**config.mk**
```make
export PLATFORM = sky130hd
export DESIGN_NAME = gray_counter
export DESIGN_NICKNAME = d
export VERILOG_FILES = /design/src/rtl/gray_pkg.sv /design/src/rtl/bin2gray_enc.sv /design/src/rtl/gray_counter.sv
export SDC_FILE = /design/constraint.sdc
export NUM_CORES = 1
export LEC_CHECK = 0
export ABC_AREA = 1
export CAP_MARGIN = 25
export CORE_AREA = 2 2 39 41
export CTS_CLUSTER_DIAMETER = 50
export CTS_CLUSTER_SIZE = 8
export DETAILED_ROUTE_END_ITERATION = 8
export DIE_AREA = 0 0 41 43
export PLACE_DENSITY = 0.77
export SYNTH_ARGS = -nofsm -noshare
export SYNTH_HDL_FRONTEND = slang
export SYNTH_SLANG_ARGS = --single-unit
export TNS_END_PERCENT = 30
```
**constraint.sdc**
```tcl
create_clock -name clk -period 3.15 [get_ports clk]
set_input_delay 0.63 -clock clk [delete_from_list [all_inputs] [get_ports clk]]
set_output_delay 0.63 -clock clk [all_outputs]
set_load 0.02 [all_outputs]
```
**src/rtl/gray_pkg.sv**
```systemverilog
// Shared width default and binary/Gray conversion helpers for the Gray counter.
package gray_pkg;

    localparam int unsigned GRAY_WIDTH     = 4;
    localparam int unsigned GRAY_MAX_WIDTH = 16;

    function automatic logic [GRAY_MAX_WIDTH-1:0] bin2gray(input logic [GRAY_MAX_WIDTH-1:0] bin);
        return bin ^ (bin >> 1);
    endfunction

    // Zero-extended codes stay valid: the top bit of the Gray code equals the top binary bit.
    function automatic logic [GRAY_MAX_WIDTH-1:0] gray2bin(input logic [GRAY_MAX_WIDTH-1:0] gray);
        logic [GRAY_MAX_WIDTH-1:0] bin;
        bin[GRAY_MAX_WIDTH-1] = gray[GRAY_MAX_WIDTH-1];
        for (int i = GRAY_MAX_WIDTH - 2; i >= 0; i--) begin
            bin[i] = bin[i+1] ^ gray[i];
        end
        return bin;
    endfunction

endpackage

```
**src/rtl/bin2gray_enc.sv**
```systemverilog
// Combinational binary-to-Gray encoder.
module bin2gray_enc
    import gray_pkg::*;
#(
    parameter int unsigned WIDTH = GRAY_WIDTH
) (
    input  logic [WIDTH-1:0] bin,
    output logic [WIDTH-1:0] gray_c
);

    localparam int unsigned MW = GRAY_MAX_WIDTH;

    always_comb begin
        gray_c = WIDTH'(bin2gray(MW'(bin)));
    end

endmodule

```
**src/rtl/gray_counter.sv**
```systemverilog
// Up/down Gray counter with load, valid/ready output handshake and wrap indicator.
module gray_counter
    import gray_pkg::*;
#(
    parameter int unsigned WIDTH = GRAY_WIDTH
) (
    input  logic             clk,
    input  logic             rst_n,
    input  logic             en,
    input  logic             up_dn,
    input  logic             load,
    input  logic [WIDTH-1:0] load_val,
    input  logic             out_ready,
    output logic [WIDTH-1:0] bin_q,
    output logic [WIDTH-1:0] gray_q,
    output logic             out_valid,
    output logic             tc
);

    localparam logic [WIDTH-1:0] MAX_VAL = {WIDTH{1'b1}};

    logic             advance_c;
    logic             wrap_c;
    logic             valid_next_c;
    logic             tc_next_c;
    logic [WIDTH-1:0] bin_next_c;
    logic [WIDTH-1:0] gray_next_c;

    // out_ready only matters while a code is waiting to be accepted.
    always_comb begin
        advance_c    = en & ~load & (~out_valid | out_ready);
        wrap_c       = 1'b0;
        bin_next_c   = bin_q;
        valid_next_c = out_valid;
        tc_next_c    = tc;

        if (load) begin
            bin_next_c   = load_val;
            valid_next_c = 1'b1;
            tc_next_c    = 1'b0;
        end else if (advance_c) begin
            if (up_dn) begin
                bin_next_c = bin_q + WIDTH'(1);
                wrap_c     = (bin_q == MAX_VAL);
            end else begin
                bin_next_c = bin_q - WIDTH'(1);
                wrap_c     = (bin_q == '0);
            end
            valid_next_c = 1'b1;
            tc_next_c    = wrap_c;
        end else if (out_valid && out_ready) begin
            valid_next_c = 1'b0;
        end
    end

    bin2gray_enc #(
        .WIDTH (WIDTH)
    ) u_enc (
        .bin    (bin_next_c),
        .gray_c (gray_next_c)
    );

    // Binary and Gray copies update on the same edge so they never disagree.
    always_ff @(posedge clk or negedge rst_n) begin
        if (!rst_n) begin
            bin_q     <= '0;
            gray_q    <= '0;
            out_valid <= 1'b0;
            tc        <= 1'b0;
        end else begin
            bin_q     <= bin_next_c;
            gray_q    <= gray_next_c;
            out_valid <= valid_next_c;
            tc        <= tc_next_c;
        end
    end

endmodule

```
==> out/summary.txt <==
Row cnt -> 14
CTS tree -> done
DPL Wire Length -> 1030 µm
Port Buffers -> 19
Reg2reg end -> gray_q[1]
Max Fclk -> 485 MHz
Post-Synthesis Cells -> 81
Max-cap violations -> 0
Final setup violation count -> 0
Clk_lat worst skew -> 0.26 ns
Ports -> 20
Clock Root Buffer -> clkbuf_4
Wire per inst -> 10.2 µm
Netlist cell types -> 19
Pwr Density -> 469 nW/µm²
Post-CTS Setup Bufs -> 0
Setup Skew -> 0.000396 ns
Sequential share of the synthesized area -> 37.9%
# fillers -> 144
CP startpoint kind -> primary input
Worst reg2reg path depth -> 7
CTS clk-pin slew, worst paths -> 0.06 ns
Syn nets -> 94
Initial antenna violation count -> 0
WP data required -> 3.30 ns
Via/cell ratio -> 4.49
Initial DRC Count -> 12
DRC -> 0
Worst setup path category -> in2reg
N_diodes -> 0
Hold Startpoint -> tc
Crit end category -> flip-flop
Relative slew slack -> 74.6%
Crit path DAT -> 2.21 ns
DR vias -> 534
Unrepaired setup endpoints after global routing -> no
Synth warn -> 0
Fraction of layout cells with a size suffix above 1 -> 14.6%
R2r startpoint -> bin_q[0]
Post-route ant nets -> 0
Total gr overflow -> 0
Crit-path most repeated cell -> nand2_1
Post_cts resized -> 0
Area Overhead vs Synth -> 38.5%
Effective utilization at floorplan -> 42.9%
Clk pwr share -> 22.2%
P_int -> 0.000252 W
Worst Tran Pin Value -> 0.380 ns
H-tree lvl count -> 1
Final period util -> 65.4%
Vias in the first global route -> 501
Flop-to-flop setup slack -> 1.68 ns
Clock tree sinks -> 9
CP top delay family -> simple AND/OR/NAND/NOR gates
Final min period -> 2.06 ns
Outcome -> completed
Final Hold Violating Endpoints -> 0
First-pass GRT wire length -> 1980 µm
Max incr delay on CP -> 0.50 ns
First-pass iteration count of the detailed router -> 4
Die Area -> 1760 µm²
Largest net degree at the start of global routing -> 10
Total CTS buffers -> 3
TNS Setup -> 0 ns
Worst hold path endpoint -> tc
Worst-path cell chain -> clkdlybuf4s50_1 -> inv_1 -> ha_1 -> or2_2 -> nand2_1 -> nand2_1 -> nand3_1 -> nand2_1 -> nand2_1 -> nand2_1
VDD IR max -> 0.000288 V
Sequential power share -> 37.7%
Leakage power -> 0.429 nW
Syn Area/Cell -> 7.34 µm²
Placer Congestion -> 0.759
Buf/Inv on CP -> 2
GRT Overall Usage -> 17.4%
WHS Path Cells -> 2
Class of the worst hold path -> reg2reg
Area post-placement -> 797 µm²
Synth Register Bits -> 9
Cell Area, Synth -> 594 µm²
Total Wirelength -> 1210 µm
P_sw -> 0.000134 W
Max FO, Critical Path -> 5
CTS max path bufs -> 2
Vertical die dimension -> 43 µm
Sw Share -> 34.6%
Nets@finish -> 117
CTS hold repair buffers -> 0
Slowest CP cell -> clkdlybuf4s50_1
Core area -> 1380 µm²
Final Cell Area -> 823 µm²
Die Wd -> 41 µm
Comb pwr share -> 40.1%
Pins Over Slew Limit -> 0
[worst reg2reg max path: cells and delay by family (launching register included)]
family                     cells  cell delay [ns]
buffers and inverters          1             0.05
adders and majority gates      1             0.51
DFF                            1             0.44
and+or+nand+nor                5             0.37
[area by class of cell]
| class | count | area (µm²) | share of cell area, % |
|---|---|---|---|
| Tap cell | 16 | 20.0 | 2.43 |
| Sequential cell | 9 | 225 | 27.4 |
| Timing Repair Buffer | 19 | 190 | 23.1 |
| Clock buffer | 4 | 26.3 | 3.19 |
| Inverter | 15 | 58.8 | 7.14 |
| Multi-Input combinational cell | 56 | 303 | 36.8 |
[cell usage in the layout (no fill, tap or decap)]
master            n
fa_1              1
clkdlybuf4s50_1  19
nand3_1           8
clkbuf_1          1
or2_0             1
or2_2             1
nor2_1            2
nor2_4            2
clkbuf_4          3
inv_4             1
inv_1            11
nor2_2            1
or2_1             1
nand3_2           1
inv_2             3
xnor2_1           1
o21ai_0           4
nand2_2           3
dfrtp_1           9
nand2_1          28
ha_1              2
[registers in the layout (all words and copies together), names as in the netlist]
register and flops:
bin_q 4, out_valid 1, tc 1, gray_q 3
[cells by family after synthesis]
family | share of synthesized area, %
buffers and inverters | 11.2
adder cells (fa/ha/maj) | 7.58
AND/OR/NAND/NOR | 38.5
flip-flops | 37.9
AO/OA/AOI/OAI | 3.37
XOR/XNOR | 1.47
[metrics by stage]
| stage | hold slack [ns] | worst slack (ns) | total power, W | utilization, % | std cells |
|---|---|---|---|---|---|
| global placement | 0.478 | 0.858 | 0.000300 | 57.6 | 115 |
| floorplan | 0.334 | 1.41 | 0.000239 | - | 81 |
| detailed placement | 0.483 | 0.823 | 0.000304 | 57.6 | 115 |
| global route | 0.529 | 0.948 | 0.000414 | 59.5 | 119 |
| finish | 0.492 | 1.09 | 0.000386 | 59.5 | 119 |
| CTS | 0.496 | 1.09 | 0.000394 | 59.5 | 119 |
[how the worst max path moves through the flow]
stage / start / end / slack (ns) / cells after the start
3_5_place_dp: up_dn / gray_q[2] / 0.82 / 10
2_1_floorplan: up_dn / gray_q[2] / 1.41 / 9
5_1_grt: up_dn / gray_q[2] / 0.95 / 10
3_3_place_gp: up_dn / gray_q[2] / 0.86 / 10
6_report: up_dn / gray_q[2] / 1.09 / 10
4_1_cts: up_dn / gray_q[2] / 1.09 / 10
[per-layer routing]
| metal | vias to the layer above | share of wire [%] | wire, µm | global-route usage, % |
|---|---|---|---|---|
| met3 | 2 | 2.3 | 28 | 1.57 |
| met5 | - | 0 | 0 | 0 |
| met1 | 233 | 46 | 555 | 21.8 |
| met4 | 0 | 0.99 | 12 | 14.0 |
| met2 | 8 | 51 | 615 | 25.6 |
| li1 | 291 | - | - | - |
[synthesized netlist by cell type (all sizes together)]
master | instances | area share, %
nand2 | 31 | 21
inv | 15 | 9.9
dfrtp | 9 | 38
nand3 | 9 | 8.4
nor2 | 5 | 6.1
o21ai | 4 | 3.4
or2 | 3 | 3.2
ha | 2 | 4.2
buf | 1 | 1.3
fa | 1 | 3.4
xnor2 | 1 | 1.5
[power groups by stage]
stage	Combinational [W]	Clock (W)	Sequential, W
6_report	0.000155	0.0000857	0.000146
5_1_grt	0.000172	0.0000942	0.000148
4_1_cts	0.000157	0.0000916	0.000146
3_5_place_dp	0.000156	0	0.000148
3_3_place_gp	0.000153	0	0.000147
2_1_floorplan	0.0000722	0	0.000167
Note: power is estimated with default switching activity, not from simulation.
